[src/rtl/shell_axil_pkg.sv]
// Shared AXI4-Lite definitions for the zedboard shell register responders:
// response codes, FSM state types and the byte-strobe merge helper.
package shell_axil_pkg;

    localparam int AXIL_DATA_W = 32;

    localparam logic [1:0] AXI_RESP_OKAY   = 2'b00;
    localparam logic [1:0] AXI_RESP_SLVERR = 2'b10;

    typedef enum logic {W_IDLE, W_RESP} wr_state_t;
    typedef enum logic {R_IDLE, R_DATA} rd_state_t;

    function automatic logic [AXIL_DATA_W-1:0] apply_wstrb(
        input logic [AXIL_DATA_W-1:0]   old_word,
        input logic [AXIL_DATA_W-1:0]   new_word,
        input logic [AXIL_DATA_W/8-1:0] strb
    );
        logic [AXIL_DATA_W-1:0] merged;
        for (int b = 0; b < AXIL_DATA_W/8; b++) begin
            merged[8*b +: 8] = strb[b] ? new_word[8*b +: 8] : old_word[8*b +: 8];
        end
        return merged;
    endfunction

endpackage

[src/rtl/axil_reg_slave.sv]
// AXI4-Lite register responder: NUM_REGS read/write control words plus
// NUM_REGS read-only status words, one outstanding transaction per direction.
module axil_reg_slave
    import shell_axil_pkg::*;
#(
    parameter int          ADDR_W   = 12,
    parameter int          NUM_REGS = 16,
    parameter logic [31:0] CTRL_RST = 32'h0000_0000
) (
    input  logic                     clk,
    input  logic                     rst,
    input  logic [ADDR_W-1:0]        s_axil_awaddr,
    input  logic                     s_axil_awvalid,
    output logic                     s_axil_awready,
    input  logic [31:0]              s_axil_wdata,
    input  logic [3:0]               s_axil_wstrb,
    input  logic                     s_axil_wvalid,
    output logic                     s_axil_wready,
    output logic [1:0]               s_axil_bresp,
    output logic                     s_axil_bvalid,
    input  logic                     s_axil_bready,
    input  logic [ADDR_W-1:0]        s_axil_araddr,
    input  logic                     s_axil_arvalid,
    output logic                     s_axil_arready,
    output logic [31:0]              s_axil_rdata,
    output logic [1:0]               s_axil_rresp,
    output logic                     s_axil_rvalid,
    input  logic                     s_axil_rready,
    output logic [NUM_REGS*32-1:0]   ctrl_out,
    output logic [NUM_REGS-1:0]      ctrl_wr_pulse,
    input  logic [NUM_REGS*32-1:0]   status_in
);

    localparam int IDX_W = ADDR_W - 3;

    wr_state_t                wr_state_q, wr_state_d;
    logic                     aw_held_q, aw_held_d;
    logic                     w_held_q, w_held_d;
    logic [ADDR_W-1:0]        awaddr_q, awaddr_d;
    logic [31:0]              wdata_q, wdata_d;
    logic [3:0]               wstrb_q, wstrb_d;
    logic [1:0]               bresp_q, bresp_d;
    logic [NUM_REGS*32-1:0]   ctrl_q, ctrl_d;
    logic [NUM_REGS-1:0]      wr_pulse_q, wr_pulse_d;

    rd_state_t                rd_state_q, rd_state_d;
    logic [31:0]              rdata_q, rdata_d;
    logic [1:0]               rresp_q, rresp_d;

    logic                     aw_fire, w_fire, ar_fire;
    logic [ADDR_W-1:0]        wr_addr;
    logic [31:0]              wr_data;
    logic [3:0]               wr_strb;
    logic [IDX_W-1:0]         wr_idx, rd_idx;
    logic                     wr_ok, rd_ok;
    logic [31:0]              rd_word;
    logic                     unused_addr_lsbs;

    function automatic logic idx_in_range(input logic [IDX_W-1:0] idx);
        return {{(32-IDX_W){1'b0}}, idx} < NUM_REGS;
    endfunction

    assign s_axil_awready = (wr_state_q == W_IDLE) && !aw_held_q;
    assign s_axil_wready  = (wr_state_q == W_IDLE) && !w_held_q;
    assign s_axil_bvalid  = (wr_state_q == W_RESP);
    assign s_axil_bresp   = bresp_q;
    assign s_axil_arready = (rd_state_q == R_IDLE);
    assign s_axil_rvalid  = (rd_state_q == R_DATA);
    assign s_axil_rdata   = rdata_q;
    assign s_axil_rresp   = rresp_q;
    assign ctrl_out       = ctrl_q;
    assign ctrl_wr_pulse  = wr_pulse_q;

    assign aw_fire = s_axil_awvalid && s_axil_awready;
    assign w_fire  = s_axil_wvalid && s_axil_wready;
    assign ar_fire = s_axil_arvalid && s_axil_arready;

    // A channel arriving this cycle is used directly so the commit lands on the
    // later handshake edge, giving one write per two cycles.
    assign wr_addr = aw_held_q ? awaddr_q : s_axil_awaddr;
    assign wr_data = w_held_q ? wdata_q : s_axil_wdata;
    assign wr_strb = w_held_q ? wstrb_q : s_axil_wstrb;
    assign wr_idx  = wr_addr[ADDR_W-2:2];
    assign wr_ok   = !wr_addr[ADDR_W-1] && idx_in_range(wr_idx);

    assign rd_idx  = s_axil_araddr[ADDR_W-2:2];
    assign rd_ok   = idx_in_range(rd_idx);
    assign unused_addr_lsbs = ^{wr_addr[1:0], s_axil_araddr[1:0]};

    always_comb begin
        wr_state_d = wr_state_q;
        aw_held_d  = aw_held_q;
        w_held_d   = w_held_q;
        awaddr_d   = awaddr_q;
        wdata_d    = wdata_q;
        wstrb_d    = wstrb_q;
        bresp_d    = bresp_q;
        ctrl_d     = ctrl_q;
        wr_pulse_d = '0;
        unique case (wr_state_q)
            W_IDLE: begin
                if (aw_fire) begin
                    aw_held_d = 1'b1;
                    awaddr_d  = s_axil_awaddr;
                end
                if (w_fire) begin
                    w_held_d = 1'b1;
                    wdata_d  = s_axil_wdata;
                    wstrb_d  = s_axil_wstrb;
                end
                if ((aw_held_q || aw_fire) && (w_held_q || w_fire)) begin
                    aw_held_d  = 1'b0;
                    w_held_d   = 1'b0;
                    wr_state_d = W_RESP;
                    bresp_d    = wr_ok ? AXI_RESP_OKAY : AXI_RESP_SLVERR;
                    for (int i = 0; i < NUM_REGS; i++) begin
                        if (wr_ok && wr_idx == IDX_W'(i)) begin
                            ctrl_d[32*i +: 32] = apply_wstrb(ctrl_q[32*i +: 32], wr_data, wr_strb);
                            wr_pulse_d[i]      = 1'b1;
                        end
                    end
                end
            end
            W_RESP: begin
                if (s_axil_bready) begin
                    wr_state_d = W_IDLE;
                end
            end
            default: wr_state_d = W_IDLE;
        endcase
    end

    always_comb begin
        rd_state_d = rd_state_q;
        rdata_d    = rdata_q;
        rresp_d    = rresp_q;
        rd_word    = '0;
        for (int i = 0; i < NUM_REGS; i++) begin
            if (rd_idx == IDX_W'(i)) begin
                rd_word = s_axil_araddr[ADDR_W-1] ? status_in[32*i +: 32] : ctrl_q[32*i +: 32];
            end
        end
        unique case (rd_state_q)
            R_IDLE: begin
                if (ar_fire) begin
                    rd_state_d = R_DATA;
                    rdata_d    = rd_ok ? rd_word : 32'h0;
                    rresp_d    = rd_ok ? AXI_RESP_OKAY : AXI_RESP_SLVERR;
                end
            end
            R_DATA: begin
                if (s_axil_rready) begin
                    rd_state_d = R_IDLE;
                end
            end
            default: rd_state_d = R_IDLE;
        endcase
    end

    always_ff @(posedge clk or posedge rst) begin
        if (rst) begin
            wr_state_q <= W_IDLE;
            aw_held_q  <= 1'b0;
            w_held_q   <= 1'b0;
            awaddr_q   <= '0;
            wdata_q    <= '0;
            wstrb_q    <= '0;
            bresp_q    <= AXI_RESP_OKAY;
            ctrl_q     <= {NUM_REGS{CTRL_RST}};
            wr_pulse_q <= '0;
            rd_state_q <= R_IDLE;
            rdata_q    <= '0;
            rresp_q    <= AXI_RESP_OKAY;
        end else begin
            wr_state_q <= wr_state_d;
            aw_held_q  <= aw_held_d;
            w_held_q   <= w_held_d;
            awaddr_q   <= awaddr_d;
            wdata_q    <= wdata_d;
            wstrb_q    <= wstrb_d;
            bresp_q    <= bresp_d;
            ctrl_q     <= ctrl_d;
            wr_pulse_q <= wr_pulse_d;
            rd_state_q <= rd_state_d;
            rdata_q    <= rdata_d;
            rresp_q    <= rresp_d;
        end
    end

endmodule
[config.mk]
export PLATFORM = sky130hd
export DESIGN_NAME = axil_reg_slave
export DESIGN_NICKNAME = d
export VERILOG_FILES = /design/src/rtl/shell_axil_pkg.sv /design/src/rtl/axil_reg_slave.sv
export SDC_FILE = /design/constraint.sdc
export NUM_CORES = 2
export LEC_CHECK = 0
export ABC_CLOCK_PERIOD_IN_PS = 26300
export CORE_AREA = 2 2 452 454
export CTS_CLUSTER_SIZE = 28
export DETAILED_ROUTE_END_ITERATION = 16
export DIE_AREA = 0 0 454 456
export HOLD_SLACK_MARGIN = 0.06
export PLACE_DENSITY = 0.43
export REMOVE_ABC_BUFFERS = 1
export SYNTH_ARGS = -nofsm -noshare
export SYNTH_HDL_FRONTEND = slang
export SYNTH_SLANG_ARGS = --single-unit
[constraint.sdc]
create_clock -name clk -period 26.3 [get_ports clk]
set_input_delay 6.575 -clock clk [delete_from_list [all_inputs] [get_ports clk]]
set_output_delay 6.575 -clock clk [all_outputs]
set_load 0.005 [all_outputs]
==> results.md <==
- Max Cap Viol: 0
- Final worst slack: 15350 ps
- Top delay family on crit path: buffers and inverters
- # port buffers: 1141
- Global Route met3 Usage: 0.06297
- Met1 usage: 0.3001
- Top cell by count, worst path: buf_4
- First-pass GRT wire length: 338700 microns
- Highest-delay cell along the critical path: buf_4
- Root Driver: clkbuf_16
- Final critical-path share of the clock period: 0.4165
- First-pass detailed-route iteration total: 5
- Drt drc: 0
- CP cell instances: buf_8 > buf_4 > buf_4 > buf_12 > buf_4 > mux4_2 > and3_1 > a221o_1 > a21oi_1 > o221ai_1
- Yosys Warn Count: 0
- Post-synth ARST share: 1.000
- Synth Area in XOR/XNOR: 0
- Antenna violations before repair: 102
- Vias after detailed routing: 32.30k
- Post_cts resized: 0
- Setup Buffers After CTS: 0
- Critical-path maximum fanout: 108
- Via density: 4.772
- Overall routed net length: 264800 microns
- Critical path capture point type: flip-flop
- Row Count: 165
- Skew final: 38.24 ps
- Critical Path AT: 11500 ps
- DIE HEIGHT: 456 microns
- I/O pin total: 1148
- Worst VDD drop: 0.00005101 V
- Distinct cell type count after synthesis: 58
- Core footprint: 0.2017 sq mm
- Gr ovfl total: 0
- EDFF count, synth: 0
- Net count, final: 4582
- Met2 layer usage reported by global route: 0.4135
- Startpoint types: input port
- Share of cells above drive strength 1: 0.2738
- Num CTS Buffers: 82
- Main combinational cell family by area after synthesis: multiplexers
- Compound-Gate Fraction of Synth Area: 0.1092
- Synthesized cell area: 0.03461 sq mm
- Commonest non-fill, non-tap cell in the layout: clkdlybuf4s50_1
- Detail Route Antenna Nets: 0
- Min Clock Period, post-route: 10950 ps
- Unrepaired setup endpoints after global routing: false
- CTS clk-pin slew, worst paths: 60 ps
- Initial Util: 0.1716
- Drt wl/cell: 39.12 microns
- GR peak layer: met2
- Buf/Inv on CP: 5
- Relative slew slack: 0.2291
- Die width: 454 microns
- Post-Layout Cell Count: 6770
- CP max stage delay: 740 ps
- Layout area overhead: 50.62%
- Worst slew pin tran: 1156 ps
- Min-Delay Path Class: reg2reg
- Critical setup path kind: in2reg
- Setup TNS Final: 0 ps
- Syn Inst Count: 2917
- Final Wtd Congestion: 0.9015
- P_leak: 22.06 nW
- Main flop type after synthesis: dfrtp_1
- Outcome: complete, no violations
- Number of synthesized register bits: 612
- Detailed router's first-iteration violation count: 2511
- TritonCTS Sinks: 612
- WP data required: 26850 ps
- DP Worst Slack: 14580 ps
- Clk_lat worst skew: 720 ps
- All-Layer GR Usage: 0.2476
- H-tree depth: 3
- Die Footprint: 0.2070 sq mm
- Final setup violating endpoints: 0
- Pwr dens: 57.86 mW/mm^2
- CTS tree: yes
- Most frequent cells in the layout: 1137 x clkdlybuf4s50_1, 734 x mux2_2, 611 x dfrtp_1
- Mux share of post-synthesis cell area: 0.3634
- Slew Limit Fails: 0
- CTS Hold Bufs: 0
- DP Wirelength: 201300 microns
- Seq/Total Area, Yosys: 0.4425
- Mean Syn Cell Area: 11.86 sq um
- Clock buffer depth: 3
- Fin. Hold Viols: 0
- Synthesized-area fraction occupied by adder cells: 0
- Placed insts: 6591
- Largest net degree at the start of global routing: 114
- Vias in the first global route: 32.49k
- Fmax: 91.29 MHz
- Synth Area in Simple Gates: 0.05271
==> cell usage after synthesis, drive strengths merged (3+ instances only) <==
cell     number  area [sq um]
o221ai        3         26.28
nor3         19         115.1
a22o          6         52.55
a22oi        15         112.6
a21oi       170         850.8
o211ai        3         27.52
o221a         5         56.30
mux2        734          8265
nand2       167         676.9
o2111ai      11         96.34
nand3        18         110.1
mux2i       271          2713
a32oi         3         26.28
o22ai        65         406.6
o32ai        22         192.7
nand4        12         137.6
a221oi       15         131.4
nor2         73         279.0
nor2b        28         175.2
a211oi       44         330.3
inv           8         30.03
mux4         71          1599
clkbuf      112         420.4
and2         23         143.9
o22a          7         61.31
a221o        12         120.1
dfrtp       612         15310
a31oi        19         118.9
o21ai       208          1041
buf         115         655.6
and3         11         68.82
a21o         10         75.07
nand2b        5         31.28
nor4          3         18.77
==> stage by stage <==
| stage | power [mW] | util | cell area, sq um | hold WS (ps) |
|---|---|---|---|---|
| 3_3_place_gp | 1.828 | 0.2442 | 49250 | 470.8 |
| 6_report | 3.016 | 0.2584 | 52130 | 501.9 |
| 5_1_grt | 3.126 | 0.2583 | 52100 | 512.7 |
| 4_1_cts | 3.053 | 0.2580 | 52040 | 500.9 |
| 2_1_floorplan | 1.362 | - | 33540 | 473.0 |
| 3_5_place_dp | 1.834 | 0.2442 | 49250 | 487.4 |
==> cell families (layout without fill, tap and decap cells) <==
logic type | count (synthesis) | in the layout
multiplexers | 1076 | 1076
AO/OA/AOI/OAI | 624 | 624
flip-flops | 612 | 612
AND/OR/NAND/NOR | 368 | 368
buffers and inverters | 236 | 1383
other | 1 | 35
==> registers in the layout (all words and copies together), names as in the netlist <==
| register | count |
|---|---|
| aw_held_q | 1 |
| s_axil_rvalid | 1 |
| awaddr_q | 10 |
| wstrb_q | 4 |
| wdata_q | 32 |
| ctrl_out | 512 |
| s_axil_rresp | 1 |
| ctrl_wr_pulse | 16 |
| s_axil_bresp | 1 |
| s_axil_rdata | 32 |
| w_held_q | 1 |
| s_axil_bvalid | 1 |
==> where the power goes <==
| group | internal [mW] | total (mW) | switching, mW |
|---|---|---|---|
| combinational | 0.291 | 0.737 | 0.446 |
| clock | 0.723 | 1.20 | 0.480 |
| sequential | 1.01 | 1.07 | 0.0681 |
| total | 2.02 | 3.02 | 0.994 |
==> area by class of cell <==
type / instances / area [sq um]
diodes: 33 / 82.58
clock buffers: 118 / 2414
clock inverters: 28 / 381.6
fillers: 21500 / 149600
inverters: 9 / 46.29
multi-input cells: 2070 / 18430
flip-flops and latches: 612 / 15320
well taps: 2672 / 3343
repair buffers: 1228 / 12110
==> routing by layer <==
metal / wire, microns / up-vias / part of all wire
met5: 394 / - / 0.0015
met4: 12050 / 62 / 0.046
met3: 18270 / 409 / 0.069
met2: 127800 / 1492 / 0.48
met1: 106300 / 17137 / 0.40
li1: - / 13204 / -
==> path summary, 6_finish.rpt <==
kind,startpoint,to,slack (ps),cells after the start
worst max-delay path,s_axil_araddr[11],s_axil_rdata[21],15350,10
worst min-delay path,wdata_q[18],wdata_q[18],500,1
worst max register to register,w_held_q,ctrl_out[212],22380,6
worst min register to register,wdata_q[18],wdata_q[18],500,1
max in group asynchronous,rst,ctrl_out[467],16110,6
min in group asynchronous,rst,ctrl_out[12],6480,2
No activity file was read; power rests on OpenSTA's default activity.
